==> src/rtl/device_fetch.sv <==
// Instruction fetch stage: issues synchronous reads at the current PC and buffers
// returned words in a 2-entry queue tagged with PC and out-of-range fault.
module device_fetch #(
  parameter int PC_BITS        = 8,
  parameter int INST_BITS      = 16,
  parameter int INST_MEM_DEPTH = 56
) (
  input  logic                 i_clk,
  input  logic                 i_nrst,
  input  logic [PC_BITS-1:0]   i_pc,
  output logic                 o_pc_advance,
  output logic                 o_mem_en,
  output logic [PC_BITS-1:0]   o_mem_addr,
  input  logic [INST_BITS-1:0] i_mem_data,
  input  logic                 i_flush,
  output logic                 o_valid,
  input  logic                 i_ready,
  output logic [INST_BITS-1:0] o_inst,
  output logic [PC_BITS-1:0]   o_pc,
  output logic                 o_fault
);

  // One extra bit so a depth of exactly 2^PC_BITS still compares correctly
  localparam logic [PC_BITS:0] DEPTH = INST_MEM_DEPTH[PC_BITS:0];

  logic [1:0]           count;
  logic                 inflight;
  logic [PC_BITS-1:0]   inflight_pc;
  logic                 inflight_fault;

  logic [INST_BITS-1:0] tail_inst;
  logic [PC_BITS-1:0]   tail_pc;
  logic                 tail_fault;

  logic                 pc_in_range;
  logic                 pop;
  logic                 push;
  logic                 issue;
  logic [2:0]           occupancy;
  logic [2:0]           limit;
  logic [INST_BITS-1:0] resp_inst;

  assign pc_in_range = ({1'b0, i_pc} < DEPTH);
  assign o_valid     = (count != 2'd0);
  assign pop         = o_valid & i_ready;
  assign push        = inflight & ~i_flush;

  // Buffered plus in-flight work, net of the entry leaving this cycle, must stay below 2
  assign occupancy   = {1'b0, count} + {2'b00, inflight};
  assign limit       = 3'd2 + {2'b00, pop};
  assign issue       = ~i_flush & (occupancy < limit);

  assign o_pc_advance = i_nrst & issue;
  assign o_mem_en     = i_nrst & issue & pc_in_range;
  assign o_mem_addr   = i_nrst ? i_pc : '0;

  // Faulting fetches never read memory, so whatever sits on the data bus is ignored
  assign resp_inst = inflight_fault ? '0 : i_mem_data;

  always_ff @(posedge i_clk or negedge i_nrst) begin
    if (!i_nrst) begin
      count          <= 2'd0;
      inflight       <= 1'b0;
      inflight_pc    <= '0;
      inflight_fault <= 1'b0;
      o_inst         <= '0;
      o_pc           <= '0;
      o_fault        <= 1'b0;
      tail_inst      <= '0;
      tail_pc        <= '0;
      tail_fault     <= 1'b0;
    end else begin
      inflight <= issue;
      if (issue) begin
        inflight_pc    <= i_pc;
        inflight_fault <= ~pc_in_range;
      end

      if (i_flush) begin
        count <= 2'd0;
      end else begin
        case ({push, pop})
          2'b11: begin
            if (count == 2'd2) begin
              o_inst     <= tail_inst;
              o_pc       <= tail_pc;
              o_fault    <= tail_fault;
              tail_inst  <= resp_inst;
              tail_pc    <= inflight_pc;
              tail_fault <= inflight_fault;
            end else begin
              o_inst  <= resp_inst;
              o_pc    <= inflight_pc;
              o_fault <= inflight_fault;
            end
          end
          2'b10: begin
            if (count == 2'd0) begin
              o_inst  <= resp_inst;
              o_pc    <= inflight_pc;
              o_fault <= inflight_fault;
            end else begin
              tail_inst  <= resp_inst;
              tail_pc    <= inflight_pc;
              tail_fault <= inflight_fault;
            end
            count <= count + 2'd1;
          end
          2'b01: begin
            o_inst  <= tail_inst;
            o_pc    <= tail_pc;
            o_fault <= tail_fault;
            count   <= count - 2'd1;
          end
          default: begin
          end
        endcase
      end
    end
  end

endmodule
==> config.mk <==
export PLATFORM = sky130hd
export DESIGN_NAME = device_fetch
export DESIGN_NICKNAME = d
export VERILOG_FILES = /design/src/rtl/device_fetch.sv
export SDC_FILE = /design/constraint.sdc
export NUM_CORES = 1
export LEC_CHECK = 0
export ABC_CLOCK_PERIOD_IN_PS = 3900
export CAP_MARGIN = 20
export CELL_PAD_IN_SITES_DETAIL_PLACEMENT = 1
export CELL_PAD_IN_SITES_GLOBAL_PLACEMENT = 2
export CORE_ASPECT_RATIO = 1.5
export CORE_UTILIZATION = 30
export CTS_BUF_LIST = sky130_fd_sc_hd__clkbuf_2 sky130_fd_sc_hd__clkbuf_4 sky130_fd_sc_hd__clkbuf_8
export DETAILED_ROUTE_END_ITERATION = 6
export DONT_BUFFER_PORTS = 1
export MAX_ROUTING_LAYER = met4
export PLACE_DENSITY = 0.62
export SKIP_CTS_REPAIR_TIMING = 1
export SYNTH_ARGS = -nofsm -noshare
export SYNTH_HDL_FRONTEND = slang
export SYNTH_SLANG_ARGS = --single-unit
==> constraint.sdc <==
create_clock -name i_clk -period 3.9 [get_ports i_clk]
set_input_delay 0 -clock i_clk [delete_from_list [all_inputs] [get_ports i_clk]]
set_output_delay 0 -clock i_clk [all_outputs]
set_load 0.01 [all_outputs]
==> impl_metrics.json, run 1 <==
{
  "status": "finished with violations",
  "violations": "negative hold slack",
  "rsz0062_at_grt": "no",
  "grt_max_degree": 72,
  "crit_required_ns": 4.16,
  "arrival_ns": 2.90,
  "diodes": 0,
  "switchingPower_uw": 1192,
  "grt_antenna_before_repair": 0,
  "power.density_mw_per_mm2": 776.2,
  "final_hold_viol_count": 2,
  "swShare": 0.3986,
  "area_delta_synth_final_pct": 17.98,
  "ys.flop_type": "dfrtp_1",
  "cts_tree": "built",
  "tns_ns": 0,
  "clk_path_buf_depth": 2,
  "finalMaxSlewViolations": 0,
  "pwr-share-comb": 0.399,
  "p_int_uw": 1798,
  "routedWlPerCell_um": 18.58,
  "crit_path_end_kind": "flop",
  "via_per_inst": 5.249,
  "die_w_um": 87.17,
  "path_clk_slew_ns": 0.07,
  "synthArstFlopShare": 1.000,
  "first_pass_iters": 4,
  "crit_type": "flop to flop",
  "num_rows": 46,
  "gp_congestion": 0.7143,
  "root_buffer": "clkbuf_8",
  "total_power_uw": 2989,
  "hold_path.class": "primary input to flop",
  "ys_types": 33,
  "boundaryPins": 64,
  "yosys_warnings": 0,
  "htreeDepth": 3,
  "vdd_drop_max_mv": 0.2870,
  "yosysSeqAreaShare": 0.4753,
  "seq_power_share": 0.393,
  "die-area_mm2": 0.01131,
  "dpl_cell_area_mm2": 0.003344,
  "synth_nets": 365,
  "layout.nets": 377,
  "crit_fanout": 29,
  "drt_wl_total_um": 9162,
  "cp-start-kind": "flop",
  "cap_violations": 0,
  "drtAntennaViolNets": 0,
  "cts_made_buffers": 9,
  "dp_hpwl_um": 5631,
  "clkLatencyLatePin_ns": 0.35,
  "setup_violations": 0,
  "synth_edf_count": 0,
  "initial_core_util": 0.3082,
  "clkSinkCount": 62,
  "syn_area_mm2": 0.003264,
  "grt_usage": 0.1749,
  "die_h_um": 129.8,
  "drt_iter0_drc": 112,
  "core_mm2": 0.01059,
  "hold_slack_ns": -0.05263,
  "ys_ff_latch": 62,
  "max_freq_mhz": 379.4,
  "final_layout_size_suffix_gt1_frac": 0.1519,
  "avgSynthCellArea_um2": 9.832,
  "grt_first_pass_wirelength_um": 14130,
  "drc": 0,
  "port_buffers": 0,
  "clkPwrFrac": 0.208,
  "skew_ns": 0.01029,
  "tightestPinTransition_ns": 0.9928,
  "grt_overflow_total": 0,
  "grt_pass1_vias": 2563,
  "final_core_util": 0.3637,
  "min_period_over_period": 0.6758,
  "vias": 2588,
  "final_cell_area_mm2": 0.003851,
  "min_period_ns": 2.636,
  "relSlewSlack": 0.3368,
  "synthCells": 332,
  "power_leakage_uw": 0.001608
}
[layer usage]
layer,up-vias,part of all wire,GRT usage
met5,-,0,-
met4,0,0.025,0.08100
met3,11,0.035,0.04111
met2,54,0.50,0.2895
met1,1305,0.44,0.1994
li1,1218,-,-
[final cells by class]
type,count,area (µm²)
Tap cell,144,180.2
Clock inverter,3,40.04
Fill cell,1235,6739
Sequential cell,62,1551
Clock buffer,13,178.9
Timing Repair Buffer,31,337.8
Multi-Input combinational cell,237,1551
Inverter,3,11.26
[critical path, stage by stage, from the launching register on]
cell and delay [ns]:
dfrtp_1 0.57, o21ai_2 0.15, ha_1 0.96, buf_4 0.40, a221oi_1 0.08, a31o_2 0.24, o21ai_0 0.15
[synth_stat cells, types with 2 or more instances]
cell type  number  share of area
dfrtp_1        62           0.48
nand2_1        61          0.070
a221oi_1       25          0.067
o21ai_0        24          0.037
nor2_1         20          0.023
mux2_2         17          0.059
nand2b_1       17          0.033
a22o_1         16          0.043
o211ai_1       16          0.037
clkbuf_1       15          0.017
a31o_2          9          0.024
and2_1          9          0.017
buf_2           6         0.0092
buf_6           5          0.017
ha_1            5          0.019
inv_1           3         0.0034
nor2b_1         3         0.0057
a21oi_1         2         0.0031
buf_4           2         0.0046
o21ai_2         2         0.0054
[power groups by stage]
stage	clock, µW	combinational (µW)	sequential, µW
2_1_floorplan	0	1000	1070
3_3_place_gp	0	1120	1190
3_5_place_dp	0	1180	1190
4_1_cts	646	1170	1180
5_1_grt	671	1350	1220
6_report	622	1190	1180
[final timing paths]
check	from	endpoint	slack (ns)	depth (start not counted)
max	count[0]	o_pc[6]	1.26	6
min	i_mem_data[14]	o_inst[14]	-0.05	3
max reg2reg	count[0]	o_pc[6]	1.26	6
min reg2reg	tail_inst[4]	tail_inst[4]	0.52	2
max in group asynchronous	i_nrst	inflight_pc[7]	3.43	2
min in group asynchronous	i_nrst	o_inst[6]	0.17	2
[through the flow]
stage,worst slack (ns),std cells
2_1_floorplan,1.970,332
3_3_place_gp,1.343,449
3_5_place_dp,1.203,450
4_1_cts,1.234,466
5_1_grt,0.9819,493
6_report,1.264,493
[cell usage in the layout (no fill, tap or decap)]
cell and n:
a21o_2 1, a21oi_1 2, a221oi_1 25, a22o_1 16
a311oi_1 1, a31o_2 9, a31oi_1 1, and2_1 9
and3_1 1, buf_16 2, buf_4 3, bufinv_16 1
clkbuf_8 13, clkinv_2 2, dfrtp_1 62, dlygate4sd3_1 26
ha_1 5, inv_1 3, mux2_2 17, mux2i_1 1
nand2_1 61, nand2b_1 17, nor2_1 20, nor2b_1 2
nor2b_4 1, o211ai_1 16, o211ai_4 1, o21ai_0 24
o21ai_1 1, o21ai_2 2, or2_2 1, or3b_1 1
xnor2_1 1, xor2_1 1
[sequential cells by signal, summed over array words and instances (netlist names)]
register        cells
tail_fault          1
tail_pc             8
o_fault             1
inflight_pc         8
inflight_fault      1
inflight            1
o_inst             16
o_pc                8
count               2
tail_inst          16
[kinds of logic (layout without fill, tap and decap cells)]
logic type | count (synthesis) | after routing | synth area share
multiplexers | 18 | 18 | 0.06171
buffers and inverters | 33 | 50 | 0.05442
adder cells (fa/ha/maj) | 5 | 5 | 0.01916
AO/OA/AOI/OAI | 99 | 99 | 0.2288
flip-flops | 62 | 62 | 0.4753
XOR/XNOR | 2 | 2 | 0.005367
AND/OR/NAND/NOR | 113 | 113 | 0.1552
Note: power is estimated with default switching activity, not from simulation.
==> run 2, diff against run 1 <==
Settings changed: ABC_CLOCK_PERIOD_IN_PS 3900 to 2300, PLACE_DENSITY 0.62 to 0.64.
Clock period 3.9 ns to 2.3 ns, I/O delays scaled along.
==> run 2 against run 1 <==
Compared with the run above: the flow still finishes with violations (negative hold slack); worst hold slack gained 0.038 ns; maximum frequency grew 26%; largest power group unchanged; via count grew 0.19%; largest cell class unchanged.
==> impl_metrics.json, run 2 (same netlist as run 1, synthesis figures left out) <==
{
  "status": "finished with violations",
  "violations": "negative hold slack",
  "total_power_uw": 5133,
  "drt_iter0_drc": 116,
  "cts_made_buffers": 9,
  "die-area_mm2": 0.01131,
  "root_buffer": "clkbuf_8",
  "setup_violations": 0,
  "most-common-layout-cells": "dfrtp_1 (62), nand2_1 (61), dlygate4sd3_1 (26)",
  "cap_violations": 0,
  "final_hold_viol_count": 1,
  "crit_required_ns": 2.49,
  "max_freq_mhz": 476.5,
  "arrival_ns": 2.28,
  "area_delta_synth_final_pct": 19.51,
  "tns_ns": 0,
  "die_w_um": 87.17,
  "grt_pass1_vias": 2608,
  "boundaryPins": 64,
  "slowest_stage": "dfrtp_1",
  "crit_path_max_incr_delay_ns": 0.39,
  "skew_ns": 0.008458,
  "cp-start-kind": "flop",
  "port_buffers": 0,
  "clkSinkCount": 62,
  "path_clk_slew_ns": 0.07,
  "crit_fanout": 13,
  "core_mm2": 0.01059,
  "final_core_util": 0.3684,
  "worst-path-buf-inv": 2,
  "final_cell_area_mm2": 0.003901,
  "min_period_ns": 2.099,
  "gp_congestion": 0.7102,
  "via_per_inst": 5.165,
  "drt_wl_total_um": 8867,
  "min_period_over_period": 0.9125,
  "initial_core_util": 0.3082,
  "path_cells": "o21ai_2, inv_1, ha_1, buf_4, a221oi_1, a31o_2, o21ai_0",
  "power.density_mw_per_mm2": 1316,
  "dp_slack_ns": 0.2053,
  "diodes": 0,
  "hold_slack_ns": -0.01477,
  "dp_hpwl_um": 5740,
  "finalMaxSlewViolations": 0,
  "grt_usage": 0.1679,
  "grt_overflow_total": 0,
  "clkLatencyLatePin_ns": 0.35,
  "first_pass_iters": 4,
  "grt_antenna_before_repair": 0,
  "drc": 0,
  "layout_commonest_cell": "dfrtp_1",
  "fin_ws_ns": 0.2012,
  "vdd_drop_max_mv": 0.4477,
  "drtAntennaViolNets": 0,
  "hold_path.class": "primary input to flop",
  "tightestPinTransition_ns": 0.8788,
  "die_h_um": 129.8,
  "clk_path_buf_depth": 2,
  "crit_path_end_kind": "flop",
  "htreeDepth": 3,
  "reg.largest.list": "o_inst (16), tail_inst (16)",
  "relSlewSlack": 0.4142,
  "crit_family": "compound AO/OA/AOI/OAI gates",
  "grt_max_degree": 72,
  "grt_first_pass_wirelength_um": 13830,
  "final_layout_size_suffix_gt1_frac": 0.1732,
  "num_rows": 46,
  "layout.nets": 386,
  "routedWlPerCell_um": 17.66,
  "vias": 2593,
  "dpl_cell_area_mm2": 0.003392,
  "power_leakage_uw": 0.001637,
  "crit_type": "flop to flop",
  "cts_tree": "built",
  "rsz0062_at_grt": "no"
}
[run 2: cell count changes in the layout (fill, tap and decap cells not counted)]
cell,delta
inv_6,+1
clkbuf_8,-4
buf_4,+10
buf_16,-1
clkinvlp_4,+2
clkinv_2,-1
clkinv_4,+1
bufinv_16,+1
[run 2: worst paths after layout]
| kind | from | endpoint | slack (ns) | cells after the start |
|---|---|---|---|---|
| min in group asynchronous | i_nrst | o_inst[3] | 0.19 | 2 |
| max in group asynchronous | i_nrst | o_pc[6] | 1.82 | 2 |
| worst max register to register | count[1] | o_pc[5] | 0.20 | 7 |
| worst min-delay path | i_pc[4] | inflight_fault | -0.01 | 2 |
| worst max-delay path | count[1] | o_pc[5] | 0.20 | 7 |
| worst min register to register | tail_inst[3] | tail_inst[3] | 0.51 | 2 |
[run 2: routing by layer]
| metal | track usage | share of wire | vias to the layer above |
|---|---|---|---|
| met1 | 0.1872 | 0.42 | 1301 |
| li1 | - | - | 1234 |
| met2 | 0.2909 | 0.53 | 49 |
| met3 | 0.03795 | 0.036 | 9 |
| met4 | 0.06365 | 0.011 | 0 |
| met5 | - | 0 | - |
[run 2: where the power goes]
part	internal [µW]	total, µW	switching [µW]
Combinational	978	2150	1170
Sequential	1500	1900	400
Clock	613	1090	472
[run 2: cell type report]
class,instances,area [µm²]
Clock inverter,7,97.59
Inverter,3,11.26
Tap cell,144,180.2
Clock buffer,9,123.9
Multi-Input combinational cell,237,1551
Fill cell,1226,6689
Timing Repair Buffer,40,385.4
Sequential cell,62,1551
[run 2: stage by stage]
stage          instances  hold slack [ns]
6_report             502         -0.01477
5_1_grt              502         0.001228
4_1_cts              475          -0.6851
3_5_place_dp         459          -0.2932
3_3_place_gp         459          -0.2933
2_1_floorplan        332          -0.2956
==> run 3, diff against run 2 <==
Settings changed: RECOVER_POWER set to 50, SKIP_CTS_REPAIR_TIMING 1 to unset.
==> run 3 against run 2 <==
Compared with the run above: the run ends with max-capacitance violations, max-slew violations left; combinational power hardly changed; worst setup slack better by 0.013 ns; cell count stayed put; sequential power hardly changed; non-clock buffer count stayed put; first-iteration DRC count is 16% lower.
==> impl_metrics.json, run 3 (same netlist as run 1, synthesis figures left out) <==
{
  "grt_usage": 0.1722,
  "die_h_um": 129.8,
  "grtUsageMet2": 0.3015,
  "routedWlPerCell_um": 17.76,
  "skew_ns": 0.009745,
  "regArea_mm2": 0.001551,
  "drt_iter0_drc": 98,
  "htreeDepth": 3,
  "cp-start-kind": "flop",
  "grt_overflow_total": 0,
  "cap_violations": 1,
  "rsz0062_at_grt": "no",
  "grt_first_pass_wirelength_um": 14180,
  "grt_max_degree": 63,
  "use_met1": 0.1940,
  "hold_path.class": "primary input to flop",
  "status": "finished with violations",
  "tightestPinTransition_ns": 1.614,
  "die-area_mm2": 0.01131,
  "relSlewSlack": -0.07627,
  "holdBufCountCts": 27,
  "diodes": 0,
  "drtAntennaViolNets": 0,
  "most-common-layout-cells": "dfrtp_1 (62), nand2_1 (61), dlygate4sd3_1 (26)",
  "arrival_ns": 2.27,
  "fin_ws_ns": 0.2146,
  "min_period_ns": 2.085,
  "via_per_inst": 5.195,
  "num_rows": 46,
  "dpl_cell_area_mm2": 0.003392,
  "layout.nets": 386,
  "first_pass_iters": 6,
  "min_period_over_period": 0.9067,
  "final_layout_size_suffix_gt1_frac": 0.1732,
  "clkLatencyLatePin_ns": 0.35,
  "reg.largest.list": "o_inst (16), tail_inst (16)",
  "final_core_util": 0.3663,
  "cts_made_buffers": 9,
  "tns_ns": 0,
  "power.density_mw_per_mm2": 1325,
  "drc": 0,
  "dp_slack_ns": 0.2053,
  "grt.met3_usage": 0.03226,
  "crit_type": "flop to flop",
  "crit_fanout": 13,
  "die_w_um": 87.17,
  "multiInputGateArea_mm2": 0.001551,
  "violations": "max-capacitance violations, max-slew violations",
  "vias": 2608,
  "cts_tree": "built",
  "setup_violations": 0,
  "final_hold_viol_count": 0,
  "post-cts-setup-buffers": 0,
  "core_mm2": 0.01059,
  "drt_wl_total_um": 8914,
  "final_cell_area_mm2": 0.003879,
  "grt_pass1_vias": 2709,
  "vdd_drop_max_mv": 0.4454,
  "boundaryPins": 64,
  "path_clk_slew_ns": 0.07,
  "hold_slack_ns": 0.03661,
  "layout_commonest_cell": "dfrtp_1",
  "fill_cells": 1226,
  "clkSinkCount": 62,
  "area_delta_synth_final_pct": 18.82,
  "gr-max-usage-layer": "met2",
  "cts_resized": 0,
  "crit_required_ns": 2.49,
  "root_buffer": "clkbuf_8",
  "clk_path_buf_depth": 2,
  "finalMaxSlewViolations": 63,
  "max_freq_mhz": 479.5,
  "power_leakage_uw": 0.001623,
  "dp_hpwl_um": 5740,
  "crit_path_end_kind": "flop",
  "initial_core_util": 0.3082,
  "gp_congestion": 0.7102,
  "grt_antenna_before_repair": 0,
  "port_buffers": 0
}
==> run 3: routing by layer <==
layer	part of all wire	routed length, µm
met1	0.42	3742
met2	0.53	4728
met3	0.036	322
met4	0.014	121
met5	0	0
==> run 3: final timing paths <==
path	from	to	slack, ns	cells after the start
setup reg to reg	count[1]	o_pc[5]	0.21	7
hold / removal	i_ready	inflight_fault	0.04	3
max in group asynchronous	i_nrst	o_pc[6]	0.68	2
min in group asynchronous	i_nrst	tail_inst[3]	0.66	2
setup / recovery	count[1]	o_pc[5]	0.21	7
hold reg to reg	tail_inst[3]	tail_inst[3]	0.51	2
==> run 3: where the power goes <==
group	internal, µW	switching [µW]	total (µW)
sequential	1500	402	1900
combinational	973	1180	2150
clock	613	476	1090
total	3080	2060	5140
==> run 3: layout make-up <==
class / count / share of cell area
clock buffers: 9 / 0.03194
multi-input cells: 237 / 0.4000
flip-flops and latches: 62 / 0.4000
clock inverters: 7 / 0.02516
inverters: 3 / 0.002903
repair buffers: 40 / 0.09355
well taps: 144 / 0.04645
==> run 3: metrics by stage <==
stage	total power, µW	std cells
floorplan	3518	332
global placement	3998	459
detailed placement	4067	459
CTS	5249	502
global route	5544	502
finish	5141	502
==> run 3: worst max-delay path: stages (launching register included) <==
cell and delay [ns]:
dfrtp_1 0.39, o21ai_2 0.25, inv_1 0.11, ha_1 0.35, buf_4 0.26, a221oi_1 0.31, a31o_2 0.18, o21ai_0 0.08
